File: config.mk
export PLATFORM = sky130hd
export DESIGN_NAME = texture_link_tx
export DESIGN_NICKNAME = d
export VERILOG_FILES = /design/src/rtl/texture_link_tx.sv
export SDC_FILE = /design/constraint.sdc
export NUM_CORES = 1
export LEC_CHECK = 0
export CORE_ASPECT_RATIO = 0.6
export CORE_MARGIN = 5
export CORE_UTILIZATION = 30
export DETAILED_ROUTE_END_ITERATION = 8
export PLACE_DENSITY = 0.5
export SLEW_MARGIN = 10
export SYNTH_ARGS = -nofsm -noshare
export SYNTH_HDL_FRONTEND = slang
export SYNTH_SLANG_ARGS = --single-unit
export TNS_END_PERCENT = 20
File: constraint.sdc
create_clock -name clk -period 2.04 [get_ports clk]
set_clock_uncertainty 0.1 [all_clocks]
set_input_delay 0.51 -clock clk [delete_from_list [all_inputs] [get_ports clk]]
set_output_delay 0.51 -clock clk [all_outputs]
set_load 0.02 [all_outputs]
File: src/rtl/texture_link_tx.sv
// Serial transmitter for the texture-memory load link (link_rst / link_clk / link_data).
// Define TEXTURE_LINK_TX_FIFO_EN for a 4-entry input FIFO instead of a single holding register.
module texture_link_tx #(
  parameter int BIT_DIV    = 4,
  parameter int BYTE_GAP   = 8,
  parameter int RST_CYCLES = 4
) (
  input  logic        clk,
  input  logic        reset,
  input  logic        start_frame,
  input  logic [7:0]  in_data,
  input  logic        in_valid,
  output logic        in_ready,
  output logic        link_rst,
  output logic        link_clk,
  output logic        link_data,
  output logic        busy,
  output logic [12:0] byte_count
);

  typedef enum logic [2:0] {S_IDLE, S_RSTP, S_LOAD, S_SETUP, S_EDGE, S_HOLD, S_GAP} state_t;

  state_t      state_q, state_d;
  logic [15:0] cnt_q, cnt_d;
  logic [7:0]  shift_q, shift_d;
  logic [2:0]  idx_q, idx_d;
  logic        link_rst_q, link_rst_d;
  logic        link_clk_q, link_clk_d;
  logic        link_data_q, link_data_d;
  logic [12:0] byte_count_q, byte_count_d;

  logic       push, pop, full, empty;
  logic [7:0] head;

  assign in_ready = !full && (state_q != S_RSTP) && !start_frame;
  assign push     = in_valid && in_ready;
  assign pop      = (state_q == S_LOAD) && !start_frame;

`ifdef TEXTURE_LINK_TX_FIFO_EN
  logic [7:0] fifo_q [4];
  logic [7:0] fifo_d [4];
  logic [1:0] wr_ptr_q, wr_ptr_d, rd_ptr_q, rd_ptr_d;
  logic [2:0] count_q, count_d;

  always_comb begin
    fifo_d   = fifo_q;
    wr_ptr_d = wr_ptr_q;
    rd_ptr_d = rd_ptr_q;
    count_d  = count_q;
    if (start_frame) begin
      wr_ptr_d = '0;
      rd_ptr_d = '0;
      count_d  = '0;
    end else begin
      if (push) begin
        fifo_d[wr_ptr_q] = in_data;
        wr_ptr_d         = wr_ptr_q + 2'd1;
      end
      if (pop) rd_ptr_d = rd_ptr_q + 2'd1;
      case ({push, pop})
        2'b10:   count_d = count_q + 3'd1;
        2'b01:   count_d = count_q - 3'd1;
        default: count_d = count_q;
      endcase
    end
  end

  always_ff @(posedge clk) begin
    fifo_q <= fifo_d;
    if (reset) begin
      wr_ptr_q <= '0;
      rd_ptr_q <= '0;
      count_q  <= '0;
    end else begin
      wr_ptr_q <= wr_ptr_d;
      rd_ptr_q <= rd_ptr_d;
      count_q  <= count_d;
    end
  end

  assign full  = (count_q == 3'd4);
  assign empty = (count_q == 3'd0);
  assign head  = fifo_q[rd_ptr_q];
`else
  logic [7:0] hold_q, hold_d;
  logic       valid_q, valid_d;

  always_comb begin
    hold_d  = hold_q;
    valid_d = valid_q;
    if (start_frame) begin
      valid_d = 1'b0;
    end else begin
      if (pop) valid_d = 1'b0;
      if (push) begin
        hold_d  = in_data;
        valid_d = 1'b1;
      end
    end
  end

  always_ff @(posedge clk) begin
    hold_q <= hold_d;
    if (reset) valid_q <= 1'b0;
    else       valid_q <= valid_d;
  end

  assign full  = valid_q;
  assign empty = !valid_q;
  assign head  = hold_q;
`endif

  // The EDGE cycle is the first hold cycle, so HOLD itself runs BIT_DIV-1 cycles.
  always_comb begin
    state_d      = state_q;
    cnt_d        = cnt_q;
    shift_d      = shift_q;
    idx_d        = idx_q;
    link_rst_d   = link_rst_q;
    link_clk_d   = link_clk_q;
    link_data_d  = link_data_q;
    byte_count_d = byte_count_q;
    if (start_frame) begin
      state_d      = S_RSTP;
      cnt_d        = 16'(RST_CYCLES - 1);
      link_rst_d   = 1'b1;
      link_clk_d   = 1'b0;
      byte_count_d = '0;
    end else begin
      unique case (state_q)
        S_IDLE: if (!empty) state_d = S_LOAD;
        S_RSTP: begin
          if (cnt_q == 16'd0) begin
            link_rst_d = 1'b0;
            state_d    = S_IDLE;
          end else cnt_d = cnt_q - 16'd1;
        end
        S_LOAD: begin
          shift_d     = head;
          idx_d       = 3'd7;
          link_data_d = head[7];
          cnt_d       = 16'(BIT_DIV - 1);
          state_d     = S_SETUP;
        end
        S_SETUP: begin
          if (cnt_q == 16'd0) begin
            link_clk_d = !link_clk_q;
            cnt_d      = 16'(BIT_DIV - 2);
            state_d    = S_EDGE;
          end else cnt_d = cnt_q - 16'd1;
        end
        S_EDGE: state_d = S_HOLD;
        S_HOLD: begin
          if (cnt_q != 16'd0) begin
            cnt_d = cnt_q - 16'd1;
          end else if (idx_q == 3'd0) begin
            byte_count_d = byte_count_q + 13'd1;
            cnt_d        = 16'(BYTE_GAP - 1);
            state_d      = S_GAP;
          end else begin
            idx_d       = idx_q - 3'd1;
            link_data_d = shift_q[idx_q - 3'd1];
            cnt_d       = 16'(BIT_DIV - 1);
            state_d     = S_SETUP;
          end
        end
        S_GAP: begin
          if (cnt_q == 16'd0) state_d = empty ? S_IDLE : S_LOAD;
          else                cnt_d   = cnt_q - 16'd1;
        end
        default: state_d = S_IDLE;
      endcase
    end
  end

  always_ff @(posedge clk) begin
    if (reset) begin
      state_q      <= S_IDLE;
      cnt_q        <= '0;
      shift_q      <= '0;
      idx_q        <= '0;
      link_rst_q   <= 1'b0;
      link_clk_q   <= 1'b0;
      link_data_q  <= 1'b0;
      byte_count_q <= '0;
    end else begin
      state_q      <= state_d;
      cnt_q        <= cnt_d;
      shift_q      <= shift_d;
      idx_q        <= idx_d;
      link_rst_q   <= link_rst_d;
      link_clk_q   <= link_clk_d;
      link_data_q  <= link_data_d;
      byte_count_q <= byte_count_d;
    end
  end

  assign link_rst   = link_rst_q;
  assign link_clk   = link_clk_q;
  assign link_data  = link_data_q;
  assign byte_count = byte_count_q;
  assign busy       = (state_q != S_IDLE) || !empty;

endmodule
## Word level (Yosys, flattened, before mapping)

Index checks and enable logic that the tools add are counted.
Widths: inputs -> output; s select.

- Reduce and logical (&&, ||, !) cells: 31
- Order comparisons: 1
- Multiplexer cells: 28
- Bitwise operators: 2
- $add $sub $neg: 3
- Equality and inequality tests: 20

Operators with widths:

| kind | count |
|---|---|
| $pmux 16 s4 | 1 |
| $mux 16 | 3 |
| $mux 3 | 9 |
| $pmux 3 s7 | 1 |
| $ne 3x3->1 const B | 6 |
| $logic_not 16->1 | 1 |
| $reduce_bool 16->1 | 1 |
| $sub 16x1->16 const B | 1 |
| $ne 2x2->1 const B | 7 |
| $add 13x1->13 const B | 1 |
| $reduce_and 2->1 | 6 |
| $reduce_and 5->1 | 2 |
| $eq 3x3->1 const B | 3 |
| $mux 1 | 9 |
| $reduce_bool 2->1 | 4 |
| $eq 3x2->1 const B | 2 |
| $logic_not 3->1 | 2 |
| $pmux 3 s2 | 1 |
| $reduce_bool 5->1 | 1 |
| $logic_and 1x1->1 | 4 |
| $lt 3x4->1 const B | 1 |
| $mux 2 | 2 |
| $reduce_and 4->1 | 1 |
| $reduce_bool 4->1 | 1 |
| 11 further kinds | 15 |

- Register bits after elaboration: 55
- Input port bits: 12
- Output and inout port bits: 18
- Logic and storage cells: 97

## Longest topological paths before layout

- Depth in word-level cells: 6
- Mapped depth: 9
- Gate-level depth less buffers: 8

## Worst setup path before layout

Ideal clock, no wire load.

- Path type: reg-to-reg
- Start: register cnt_q[0]
- End: register byte_count_q[9] (netlist: byte_count[9])
- Arrival time: 1.897 ns
- Setup time: 0.128 ns
- Required time: 1.812 ns
- Path buffers: 1
- Cell stages (with the launch flop): 10
- Path slack: -0.085 ns
- Clock period less this slack: 2.125 ns
- Cells stage by stage: dfxtp_1 inv_1 ha_1 nor4b_2 nand4_2 buf_4 nor4_4 nand3_1 xor2_1 nor2_1

- Word-level cells in the longest chain between the ends: 3

Ends and longest elaborated chain:

| item | line | RTL |
|---|---|---|
| start, declared | 24 | `logic [15:0] cnt_q, cnt_d;` |
| start signal, assigned | 188 | `cnt_q <= cnt_d;` |
| $reduce_bool 16->1 | 154 | `if (cnt_q != 16'd0) begin` |
| $not 1->1 (no line) | - |  |
| $reduce_and 3->1 (no line) | - |  |
| end signal, assigned | 194 | `byte_count_q <= byte_count_d;` |
| end, declared | 30 | `logic [12:0] byte_count_q, byte_count_d;` |

Every way passes these cells.
A chain may end at the register's enable or synchronous reset.

## Final worst setup path

- Start: register cnt_q[0]
- End: register byte_count_q[6] (netlist: byte_count[6])

Same word-level chain as after synthesis.

==> reports/qor.txt <==
Power Dens Cells - 713.3 nW/um^2
die width - 133.0 um
combinational power share - 0.230
Rows - 26
Max IR drop VDD - 505.2 uV
global-route wire length before repair - 12.45 mm
Antenna Nets Post-Route - 0
routed wl met3 - 301 um
final cell count without fillers - 517
DP Worst Slack - -0.3887 ns
Hold Buf Count CTS - 0
Relative slew margins - 0.7182
Root Buffer - clkbuf_16
Clock power frac - 0.359
Hold Path Class - reg -> reg
share of layout cells above drive strength 1 - 0.2864
Mapped Cells - 313
clock-pin slew on the worst setup and hold paths - 0.08 ns
IO buf count - 29
largest delay contributor family on the critical path - simple AND/OR/NAND/NOR gates
Clock Tree Buf Depth - 2
drt pass-1 iters - 4
metal1 wirelength - 4.161 mm
I/O Pins - 30
Post-synth ARST share - 0
CTS Sinks - 55
Internal - 2.053 mW
CP peak stage delay - 0.31 ns
Synth area leader - dfxtp_1
count leader, synth - nor2_1
CTS tree - done
Routed Wire Length - 7.365 mm
Final min period - 2.147 ns
worst slew pin tran - 0.4192 ns
Layout Nets - 420
sequential power share - 0.411
Synth Flop Type - dfxtp_1
Area after DPL - 3561 um^2
total track usage - 0.1371
Syn Area/Cell - 8.706 um^2
total power - 2.797 mW
Residual DRC - 0
Max Slew Vio Count - 0
number of global-route vias before repair - 2472
met2 wire length - 2.831 mm
Layout Area Growth over Synthesis - 43.89%
worst path arrival time - 2.24 ns
number of instances in the placed design - 501
failing checks - negative setup slack
CP required - 2.13 ns
Synth top area share - 0.3453
switching share of power - 0.2662
flops & latches, synth - 55
Synth top cells by count - nor2_1 (50), dfxtp_1 (47), nand2_1 (30)
RePlAce Congestion - 0.8027
Post-synth EDFFs - 8
Critical Path End Type - flop
Remaining Overflow, GRT - 0
Buffers & Inverters on Critical Path - 4
die area - 11150 um^2
Initial DRC Count - 177
Worst Slack Setup Final - -0.1071 ns
design area - 3921 um^2
LEAKAGE - 1.488 nW
wire length per cell - 14.25 um
Synth area leaders - dfxtp_1 (35%), edfxtp_1 (8.8%), nor2_1 (6.9%)
Distinct cells, synth - 57
RSZ-0062 raised after global routing - true
worst setup path class - reg -> reg
Yosys warnings - 0
Layout Utilization - 0.4515
Setup Viol. Count Final - 14
Tcrit/Tclk final - 1.053
CTS buffer count - 5
routed vias/inst - 4.865
DP Wirelength - 5.425 mm
max_cap viols - 0
Mapped Area - 2725 um^2
CTS HTree Levels - 2
pin count of the biggest net entering global routing - 19
Net Sw Power - 744.5 uW
setup_tns - -0.6463 ns
Clock Latency Late Sink - 0.30 ns
outcome - complete, but fails checks
DR top layer - met4
crit-path cells - inv_1 > ha_4 > nor4b_4 > nand4_2 > buf_8 > buf_12 > nor2_4 > buf_6 > nand4_1 > xor2_1 > nor2_1
Fillers - 851
Slowest-stage cell, CP - dfxtp_1
antenna cell count - 0
Max Fclk - 0.4657 GHz
Die Ht - 83.83 um
Critical Path Start Type - flop
Fin Hold WS - 0.3595 ns
CP Max Fanout - 6
Vias - 2515
Initial Utilization - 0.3137
initial antenna violation count - 0
endpoints failing hold - 0
Seq/Total Area, Yosys - 0.4334
Synthesized Nets - 329
core area - 8686 um^2
## worst reg2reg max path, delay by kind of cell, from the launching register on
kind / cells / cell delay, ns
adders and majority gates: 1 / 0.14
DFF: 1 / 0.31
and+or+nand+nor: 5 / 0.79
xor gates and xnor gates: 1 / 0.18
buffers and inverters: 4 / 0.54
## final timing paths
path	start	slack, ns	to	cells after the start
worst max-delay path	cnt_q[0]$_SDFFE_PP0P_	-0.11	byte_count[6]$_SDFFE_PP0P_	11
worst min-delay path	shift_q[2]$_SDFFE_PP0P_	0.36	shift_q[2]$_SDFFE_PP0P_	2
worst max register to register	cnt_q[0]$_SDFFE_PP0P_	-0.11	byte_count[6]$_SDFFE_PP0P_	11
worst min register to register	shift_q[2]$_SDFFE_PP0P_	0.36	shift_q[2]$_SDFFE_PP0P_	2
## kinds of logic (layout without fill, tap and decap cells)
| kind of cell | count (synthesis) | in the layout | synth area share |
|---|---|---|---|
| simple gates | 142 | 142 | 0.2736 |
| mux | 4 | 4 | 0.02433 |
| fa+ha+maj | 4 | 4 | 0.01837 |
| buf+inv | 23 | 115 | 0.03352 |
| xor+xnor | 24 | 24 | 0.07713 |
| flops | 55 | 55 | 0.4334 |
| compound gates | 61 | 61 | 0.1396 |
## flip-flops by register name, indices dropped and copies added (netlist names), 3 cells and up
name / flops
cnt_q: 16
byte_count: 13
state_q: 3
shift_q: 8
head: 8
idx_q: 3
## routing by layer
metal  vias up  track usage
met2        41       0.1832
li1       1301            -
met4         0      0.03302
met3         8      0.03193
met1      1165       0.2154
met5         -            0
## area by class of cell
class                      instances  area, um^2  share of cell area
clock inverter                     3       47.55             0.01213
sequential                        55        1184              0.3019
tap                              112       140.1             0.03574
inverter                          10       37.54            0.009572
clock buffer                       5       125.1             0.03191
timing repair buffer              97       834.6              0.2128
multi-input combinational        235        1553              0.3960
## power by group through the flow
stage / Clock (mW) / Combinational [mW] / Sequential, mW
2_1_floorplan: 0 / 0.286 / 1.18
3_3_place_gp: 0 / 0.525 / 1.17
3_5_place_dp: 0 / 0.526 / 1.17
4_1_cts: 1.04 / 0.535 / 1.15
5_1_grt: 1.09 / 0.702 / 1.15
6_report: 1.00 / 0.642 / 1.15
## cells in the final DEF (no fill, tap or decap), drive strengths merged, types with 3 or more instances in the layout
master and count:
nor3 6, dfxtp 47, inv 11, or3 5
nand2 30, a21oi 29, xnor2 12, nor4 6
or4 4, clkdlybuf4s50 26, clkbuf 5, edfxtp 8
ha 4, and3 4, buf 69, nand4 6
xor2 12, and2 3, a211oi 5, nand3 10
nor2 52, a31oi 4, or2 3, o21ai 9
## repair_timing
action,4_1_cts,5_1_grt
setup buffers,0,8
endpoints found under the setup margin,22,41
resized for setup,14,29
pin swaps,0,18
gates cloned,0,0
No activity file was read; power rests on OpenSTA's default activity.
